<file path="src/rtl/switch_conditioner_if.sv">
// Bundle of switch-side signals between the pads and the conditioner.
// The sticky change-latch pair exists only when SWCOND_STICKY_EN is defined.
interface switch_conditioner_if #(
  parameter int WIDTH = 8
);
  logic [WIDTH-1:0] sw_raw;
  logic [WIDTH-1:0] sw_stable;
  logic [WIDTH-1:0] sw_rise;
  logic [WIDTH-1:0] sw_fall;
  logic             any_change;
`ifdef SWCOND_STICKY_EN
  logic [WIDTH-1:0] chg_latch;
  logic             chg_clr;
`endif

  modport master (
    output sw_raw,
    input  sw_stable,
    input  sw_rise,
    input  sw_fall,
    input  any_change
`ifdef SWCOND_STICKY_EN
    ,
    output chg_clr,
    input  chg_latch
`endif
  );

  modport slave (
    input  sw_raw,
    output sw_stable,
    output sw_rise,
    output sw_fall,
    output any_change
`ifdef SWCOND_STICKY_EN
    ,
    input  chg_clr,
    output chg_latch
`endif
  );
endinterface

</file>
<file path="src/rtl/switch_conditioner.sv">
// Two-flop synchroniser plus per-channel stability-counter debouncer with rise/fall strobes.
// Optional sticky change latch enabled by defining SWCOND_STICKY_EN.
module switch_conditioner #(
  parameter int WIDTH           = 8,
  parameter int DEBOUNCE_CYCLES = 1_000_000,
  parameter int CNT_W           = 20
) (
  input logic                clk,
  input logic                rst_n,
  switch_conditioner_if.slave bus
);

  localparam logic [CNT_W-1:0] CNT_MAX = CNT_W'(DEBOUNCE_CYCLES - 1);

  logic [WIDTH-1:0] sync1_reg;
  logic [WIDTH-1:0] sync2_reg;
  logic [WIDTH-1:0] stable_reg;
  logic [WIDTH-1:0] stable_next;
  logic [WIDTH-1:0] rise_reg;
  logic [WIDTH-1:0] rise_next;
  logic [WIDTH-1:0] fall_reg;
  logic [WIDTH-1:0] fall_next;
  logic             any_reg;
  logic             any_next;

  // Each channel owns its counter; only the proposed next stable bit leaves the block.
  for (genvar gi = 0; gi < WIDTH; gi++) begin : g_chan
    logic [CNT_W-1:0] cnt_reg;
    logic [CNT_W-1:0] cnt_next;
    logic             stable_bit_next;

    always_comb begin
      cnt_next        = cnt_reg;
      stable_bit_next = stable_reg[gi];
      if (sync2_reg[gi] == stable_reg[gi]) begin
        cnt_next = '0;
      end else if (cnt_reg == CNT_MAX) begin
        stable_bit_next = sync2_reg[gi];
        cnt_next        = '0;
      end else begin
        cnt_next = cnt_reg + 1'b1;
      end
    end

    always_ff @(posedge clk or negedge rst_n) begin
      if (!rst_n) begin
        cnt_reg <= '0;
      end else begin
        cnt_reg <= cnt_next;
      end
    end

    assign stable_next[gi] = stable_bit_next;
  end

  // Strobes come from next-vs-current so they line up with the level change.
  always_comb begin
    rise_next = stable_next & ~stable_reg;
    fall_next = ~stable_next & stable_reg;
    any_next  = |(rise_next | fall_next);
  end

  always_ff @(posedge clk or negedge rst_n) begin
    if (!rst_n) begin
      sync1_reg  <= '0;
      sync2_reg  <= '0;
      stable_reg <= '0;
      rise_reg   <= '0;
      fall_reg   <= '0;
      any_reg    <= 1'b0;
    end else begin
      sync1_reg  <= bus.sw_raw;
      sync2_reg  <= sync1_reg;
      stable_reg <= stable_next;
      rise_reg   <= rise_next;
      fall_reg   <= fall_next;
      any_reg    <= any_next;
    end
  end

  assign bus.sw_stable  = stable_reg;
  assign bus.sw_rise    = rise_reg;
  assign bus.sw_fall    = fall_reg;
  assign bus.any_change = any_reg;

`ifdef SWCOND_STICKY_EN
  logic [WIDTH-1:0] latch_reg;
  logic [WIDTH-1:0] latch_next;

  // Set is OR-ed after the clear so a coincident strobe keeps the bit high.
  always_comb begin
    latch_next = (bus.chg_clr ? '0 : latch_reg) | rise_reg | fall_reg;
  end

  always_ff @(posedge clk or negedge rst_n) begin
    if (!rst_n) begin
      latch_reg <= '0;
    end else begin
      latch_reg <= latch_next;
    end
  end

  assign bus.chg_latch = latch_reg;
`endif

endmodule
</file>
<file path="src/flat_wrapper.sv">
// flat-port wrapper written by rule: the top's interface ports become plain ports
module switch_conditioner_flat 
#(
  parameter int WIDTH           = 8,
  parameter int DEBOUNCE_CYCLES = 1_000_000,
  parameter int CNT_W           = 20
)
  (clk, rst_n, bus_sw_raw, bus_sw_stable, bus_sw_rise, bus_sw_fall, bus_any_change);
  switch_conditioner_if #(.WIDTH(WIDTH)) bus_i ();
  input logic clk;
  input logic rst_n;
  input wire logic [$bits(bus_i.sw_raw)-1:0] bus_sw_raw;
  output wire logic [$bits(bus_i.sw_stable)-1:0] bus_sw_stable;
  output wire logic [$bits(bus_i.sw_rise)-1:0] bus_sw_rise;
  output wire logic [$bits(bus_i.sw_fall)-1:0] bus_sw_fall;
  output wire logic [$bits(bus_i.any_change)-1:0] bus_any_change;
  assign bus_i.sw_raw = bus_sw_raw;
  assign bus_sw_stable = bus_i.sw_stable;
  assign bus_sw_rise = bus_i.sw_rise;
  assign bus_sw_fall = bus_i.sw_fall;
  assign bus_any_change = bus_i.any_change;
  switch_conditioner #(.WIDTH(WIDTH), .DEBOUNCE_CYCLES(DEBOUNCE_CYCLES), .CNT_W(CNT_W)) u_core (.clk(clk), .rst_n(rst_n), .bus(bus_i));
endmodule
</file>
<file path="config.mk">
export PLATFORM = sky130hd
export DESIGN_NAME = switch_conditioner_flat
export DESIGN_NICKNAME = d
export VERILOG_FILES = /design/src/rtl/switch_conditioner_if.sv /design/src/rtl/switch_conditioner.sv /design/src/flat_wrapper.sv
export SDC_FILE = /design/constraint.sdc
export NUM_CORES = 1
export LEC_CHECK = 0
export BUFFER_PORTS_ARGS = -buffer_cell sky130_fd_sc_hd__buf_2
export CELL_PAD_IN_SITES_DETAIL_PLACEMENT = 0
export CELL_PAD_IN_SITES_GLOBAL_PLACEMENT = 1
export CORE_UTILIZATION = 30
export CTS_CLUSTER_SIZE = 28
export DETAILED_ROUTE_END_ITERATION = 7
export PLACE_DENSITY = 0.65
export SYNTH_ARGS = -nofsm -noshare
export SYNTH_HDL_FRONTEND = slang
export SYNTH_SLANG_ARGS = --single-unit
</file>
<file path="constraint.sdc">
create_clock -name clk -period 8.7 [get_ports clk]
set_clock_uncertainty 0.15 [all_clocks]
set_input_delay 1.74 -clock clk [delete_from_list [all_inputs] [get_ports clk]]
set_output_delay 1.74 -clock clk [all_outputs]
set_load 0.05 [all_outputs]
</file>
==> run metrics, run 1 <==
Critical Path Sink Type=output port; Top FF cell, synth=dfrtp_1; I/O pin cnt=35; Final setup viols=0; CTS Root Cell=clkbuf_16; maximum VDD drop=115.8 uV; initial core utilization=30.80%; synth warn=0; crit path cell chain=buf_2; DR vias=6,660; worst min path class=reg -> reg; Max-Cap Viols=0; area post-placement=10,160 um^2; fillcell total=3,154; DRC viols=0; Post-Syn Area=9519 um^2; Peak Freq=311.1 MHz; Post-Layout Inst Area=10,980 um^2; crit-path max cell delay=490 ps; die footprint=32,450 um^2; setup TNS=0 ps; CTS H-tree lvls=1; num rows=64; busiest grt layer=met2; gr ovfl total=0; DP Wirelength=12.26 mm; Synth Register Bits=201; crit-path max FO=6; post-CTS sizing=0; TritonCTS clock tree=yes; clock buffer depth=3; # port buffers=34; grt met1 use=16.54%; Routed Antenna Nets=0; overall power=2.017 mW; Startpoint Class=flop; critical path class=reg -> out; syn_nets=963; first-pass GRT wire length=33.14 mm; Seq/Total Area, Yosys=52.84%; total track usage=12.02%; Clk pin slew, worst setup/hold paths=60 ps; max reg flops=160; Pwr per Cell Area=183.8 nW/um^2; Syn Inst Count=929; Core Footprint=30,910 um^2; worst hold start=u_core.sync1_reg[3]$_DFF_PN0_; Slew Viols, Final=0; number of global-route vias before repair=6,630; postcts setup bufs=0; Final Cycle Share=36.94%; fin crit period=3214 ps; relative slew slack=35.41%; n_diodes=0; antenna violations before repair=0; clock sinks=201; r2r startpoint=u_core.g_chan[1].cnt_reg[12]$_DFF_PN0_; Post-Syn Area per Cell=10.25 um^2; chip width=180.1 um; Avg WL per Cell=13.56 um; status=finished, final reports clean; met2 Usage GRT=19.61%; CP startpoint=u_core.bus.sw_stable[1]$_DFF_PN0_; CP Buf/Inv Count=1; initial DRC count=405; largest net degree at the start of global routing=128; vias per cell=4.812; RSZ-0062 raised after global routing=no; commonest cells after routing, fill and taps aside=201 x dfrtp_1, 134 x nor2_1, 59 x xnor2_1, 53 x xor2_1, 51 x nand3_1; routing usage on met3=1.839%; final layout net count=1,004; EDFF count, synth=0; Synth cell types=47; commonest non-fill, non-tap cell in the layout=dfrtp_1; # hold bufs at CTS=0; async set-reset flop share out of synthesis=100.0%; CP required=6810 ps; die extent in y=180.1 um; slowest stage cell on the critical path=dfrtp_1; layout cells sized above 1=10.83%; DRT Wirelength=18.77 mm; CP delay by family, top=flip-flops; CP arrival=1320 ps; DRT Pass-1 Iters=4; Num CTS Buffers=24; Area Growth Syn to Fin=15.30%; Lkg Pwr=4.469 nW; Worst-Margin Slew=968.9 ps; GPL Wtd Cong=0.7554; clk_lat worst skew=510 ps; Hold Fails Final Rpt=0
-- metal layers --
| metal | up-vias | share of wire [%] |
|---|---|---|
| met5 | - | 0 |
| met4 | 0 | 1.8 |
| met3 | 31 | 2.7 |
| met2 | 53 | 45 |
| met1 | 3190 | 50 |
| li1 | 3386 | - |
-- metrics by stage --
| stage | hold slack [ps] | utilization, % | setup WS, ps | cells |
|---|---|---|---|---|
| after global routing | 210.0 | 35.51 | 5307 | 1384 |
| after floorplan | 181.2 | - | 5853 | 929 |
| after detailed placement | 186.4 | 32.88 | 4994 | 1340 |
| after global placement | 184.8 | 32.88 | 4972 | 1340 |
| final | 197.4 | 35.51 | 5486 | 1384 |
| after CTS | 199.7 | 35.51 | 5442 | 1384 |
-- Yosys cell counts (16+ instances only) --
master    instances  area [um^2]
nor4_1           24        150.1
nand3_1          51        255.2
clkbuf_1         20        75.07
nand4_1          46        287.8
o31ai_1          23        172.7
a21oi_1          37        185.2
o21ai_0          18        90.09
xor2_1           53        464.2
nor2_1          134        503.0
inv_1            31        116.4
or3_1            22        137.6
ha_1             24        300.3
xnor2_1          59        516.8
and4_1           16        140.1
nor3_1           25        125.1
nand2_1          50        187.7
dfrtp_1         201         5030
or4_1            22        165.2
-- cell type report --
cell class                      count  area [um^2]  share of cell area (%)
Clock buffer                       39        758.2                   6.908
Clock inverter                      5        53.80                  0.4902
Inverter                           31        116.4                   1.060
Multi-Input combinational cell    670         4282                   39.01
Sequential cell                   201         5030                   45.83
Tap cell                          396        495.5                   4.514
Timing Repair Buffer               42        240.2                   2.189
-- final timing paths --
check | slack, ps | cells past startpoint | endpoint
max | 5490 | 1 | bus_sw_stable[1]
min | 200 | 0 | u_core.sync2_reg[3]$_DFF_PN0_
max reg2reg | 5650 | 7 | u_core.bus.any_change$_DFF_PN0_
min reg2reg | 200 | 0 | u_core.sync2_reg[3]$_DFF_PN0_
max in group asynchronous | 5690 | 2 | u_core.g_chan[7].cnt_reg[15]$_DFF_PN0_
min in group asynchronous | 1190 | 1 | u_core.g_chan[3].cnt_reg[7]$_DFF_PN0_
-- cells by family after synthesis --
family	count (synthesis)	share of synthesized area, %
compound gates	86	5.468
fa+ha+maj	24	3.155
simple gates	430	23.79
buf+inv	58	2.445
mux	18	1.998
xor+xnor	112	10.31
flops	201	52.84
-- where the power goes --
group / internal (mW) / total, mW / switching [mW]
Clock: 0.623 / 1.00 / 0.379
Combinational: 0.0148 / 0.0540 / 0.0392
Sequential: 0.948 / 0.961 / 0.0130
Total: 1.59 / 2.02 / 0.432
Power figures use the tool's default switching activity.
==> run 2, diff against run 1 <==
==> constraint.sdc (replaced) <==
create_clock -name clk -period 3.3 [get_ports clk]
set_clock_uncertainty 0.15 [all_clocks]
set_input_delay 0.66 -clock clk [delete_from_list [all_inputs] [get_ports clk]]
set_output_delay 0.66 -clock clk [all_outputs]
set_load 0.05 [all_outputs]
==> run 2 against run 1 <==
  * Non-clock buffer count rose by 6
  * Sequential cell count did not move
  * Global-route usage fell by 0.16 points
  * Power rose to 2.6 times the previous value
  * Sequential power rose to 2.6 times the previous value
  * Setup slack got worse by 5200 ps
  * Core utilization rose by 0.18 points
  * Combinational power rose to 2.8 times the previous value
  * Die area did not move
  * Count of clock-buffer cells in the layout fell by 7
  * Final area rose by 0.51%
  * Critical endpoint is now u_core.bus.any_change$_DFF_PN0_
==> run metrics, run 2 (synthesis results as in run 1) <==
status=finished, final reports clean; overall power=5.308 mW; RSZ-0062 raised after global routing=no; chip width=180.1 um; worst hold start=bus_sw_raw[3]; num rows=64; crit-path max FO=6; die footprint=32,450 um^2; Slew Viols, Final=0; number of global-route vias before repair=6,570; r2r worst-path depth=7; DRC viols=0; initial DRC count=366; DR vias=6,808; DRT Pass-1 Iters=4; GPL Wtd Cong=0.7728; Final setup viols=0; largest net degree at the start of global routing=70; relative slew slack=55.20%; Hold Fails Final Rpt=0; # hold bufs at CTS=1; gr ovfl total=0; CP required=3550 ps; TritonCTS clock tree=yes; Lkg Pwr=4.503 nW; commonest cells after routing, fill and taps aside=201 x dfrtp_1, 134 x nor2_1, 59 x xnor2_1, 53 x xor2_1, 51 x nand3_1; Max-Cap Viols=0; DRT Wirelength=18.86 mm; antenna violations before repair=0; initial core utilization=30.80%; worst min path class=in -> reg; clk_lat worst skew=520 ps; first-pass GRT wire length=32.57 mm; Pwr per Cell Area=481.2 nW/um^2; # port buffers=34; Num CTS Buffers=24; CTS Root Cell=clkbuf_16; Core Footprint=30,910 um^2; final layout net count=1,010; reg2reg end=u_core.bus.any_change$_DFF_PN0_; Clk pin slew, worst setup/hold paths=60 ps; max reg flops=160; placed cells=1,345; Worst Hold End=u_core.sync1_reg[3]$_DFF_PN0_; total track usage=11.86%; critical path class=reg -> reg; Area Growth Syn to Fin=15.89%; n_diodes=0; fillcell total=3,123; setup TNS=0 ps; Peak Freq=330.8 MHz; Critical Path Sink Type=flop; Worst-Margin Slew=668.0 ps; commonest non-fill, non-tap cell in the layout=dfrtp_1; fin crit period=3023 ps; sequential cell area=5030 um^2; Hold Path Stages=1; Startpoint Class=flop; CP arrival=3270 ps; post-CTS sizing=0; layout cells sized above 1=11.47%; DP Wirelength=12.61 mm; vias per cell=4.898; Avg WL per Cell=13.57 um; Routed Antenna Nets=0; Final Cycle Share=91.60%; clock buffer depth=3; maximum VDD drop=318.6 uV; multi-input combinational cell area=4282 um^2; clock sinks=201; non-filler cells, final=1,390; die extent in y=180.1 um; I/O pin cnt=35; CTS H-tree lvls=1; R2R setup slack=280 ps; r2r startpoint=u_core.g_chan[1].cnt_reg[12]$_DFF_PN0_; postcts setup bufs=0
## run 2: cell types whose count changed in the layout (fill, tap and decap cells not counted)
cell / before / now
buf_12: 0 / 2
buf_4: 8 / 11
bufinv_16: 1 / 2
clkbuf_1: 6 / 4
clkbuf_16: 25 / 24
clkbuf_8: 8 / 4
clkinv_2: 3 / 8
clkinv_4: 1 / 0
clkinv_8: 0 / 1
dlygate4sd3_1: 0 / 1
inv_6: 0 / 1
## run 2: routing by layer
metal / wire (um) / up-vias / global-route usage [%]
met5: 0 / - / 0
met4: 507 / 0 / 3.966
met1: 9234 / 3305 / 15.91
li1: - / 3386 / -
met2: 8528 / 76 / 19.32
met3: 593 / 41 / 2.122
## run 2: how the worst max path moves through the flow
stage                                                start                         endpoint  slack (ps)  cells after the start
floorplan           u_core.g_chan[1].cnt_reg[12]$_DFF_PN0_  u_core.bus.any_change$_DFF_PN0_         450                      7
global placement    u_core.g_chan[1].cnt_reg[12]$_DFF_PN0_  u_core.bus.any_change$_DFF_PN0_         280                      7
detailed placement  u_core.g_chan[1].cnt_reg[12]$_DFF_PN0_  u_core.bus.any_change$_DFF_PN0_         270                      7
CTS                 u_core.g_chan[1].cnt_reg[12]$_DFF_PN0_  u_core.bus.any_change$_DFF_PN0_         250                      7
global route        u_core.g_chan[1].cnt_reg[12]$_DFF_PN0_  u_core.bus.any_change$_DFF_PN0_         180                      7
finish              u_core.g_chan[1].cnt_reg[12]$_DFF_PN0_  u_core.bus.any_change$_DFF_PN0_         280                      7
## run 2: report_power, final
| group | internal, mW | total, mW | switching, mW |
|---|---|---|---|
| clock | 1.59 | 2.62 | 1.03 |
| sequential | 2.50 | 2.53 | 0.0339 |
| combinational | 0.0466 | 0.153 | 0.107 |
## run 2: critical path, cell delays in order, from the launching register on
cell     delay, ps
dfrtp_1        430
or4_1          540
or4_4          540
nor2_4         180
mux2_2         360
ha_1           280
nand4_1        120
or2_2          310
## run 2: cell type report
| cell class | count | area share, % |
|---|---|---|
| well taps | 396 | 4.491 |
| repair buffers | 48 | 2.835 |
| clock inverters | 12 | 1.134 |
| multi-input cells | 670 | 38.81 |
| flip-flops and latches | 201 | 45.59 |
| inverters | 31 | 1.055 |
| clock buffers | 32 | 6.079 |
## run 2: stage by stage
step / setup WS, ps / cell area [um^2] / util, % / hold slack [ps]
2_1_floorplan: 453.5 / 9519 / - / 181.2
5_1_grt: 182.0 / 11030 / 35.69 / 73.39
6_report: 277.2 / 11030 / 35.69 / 95.42
3_5_place_dp: 267.8 / 10230 / 33.08 / 187.1
3_3_place_gp: 283.8 / 10230 / 33.08 / 183.7
4_1_cts: 245.9 / 11030 / 35.69 / 63.57
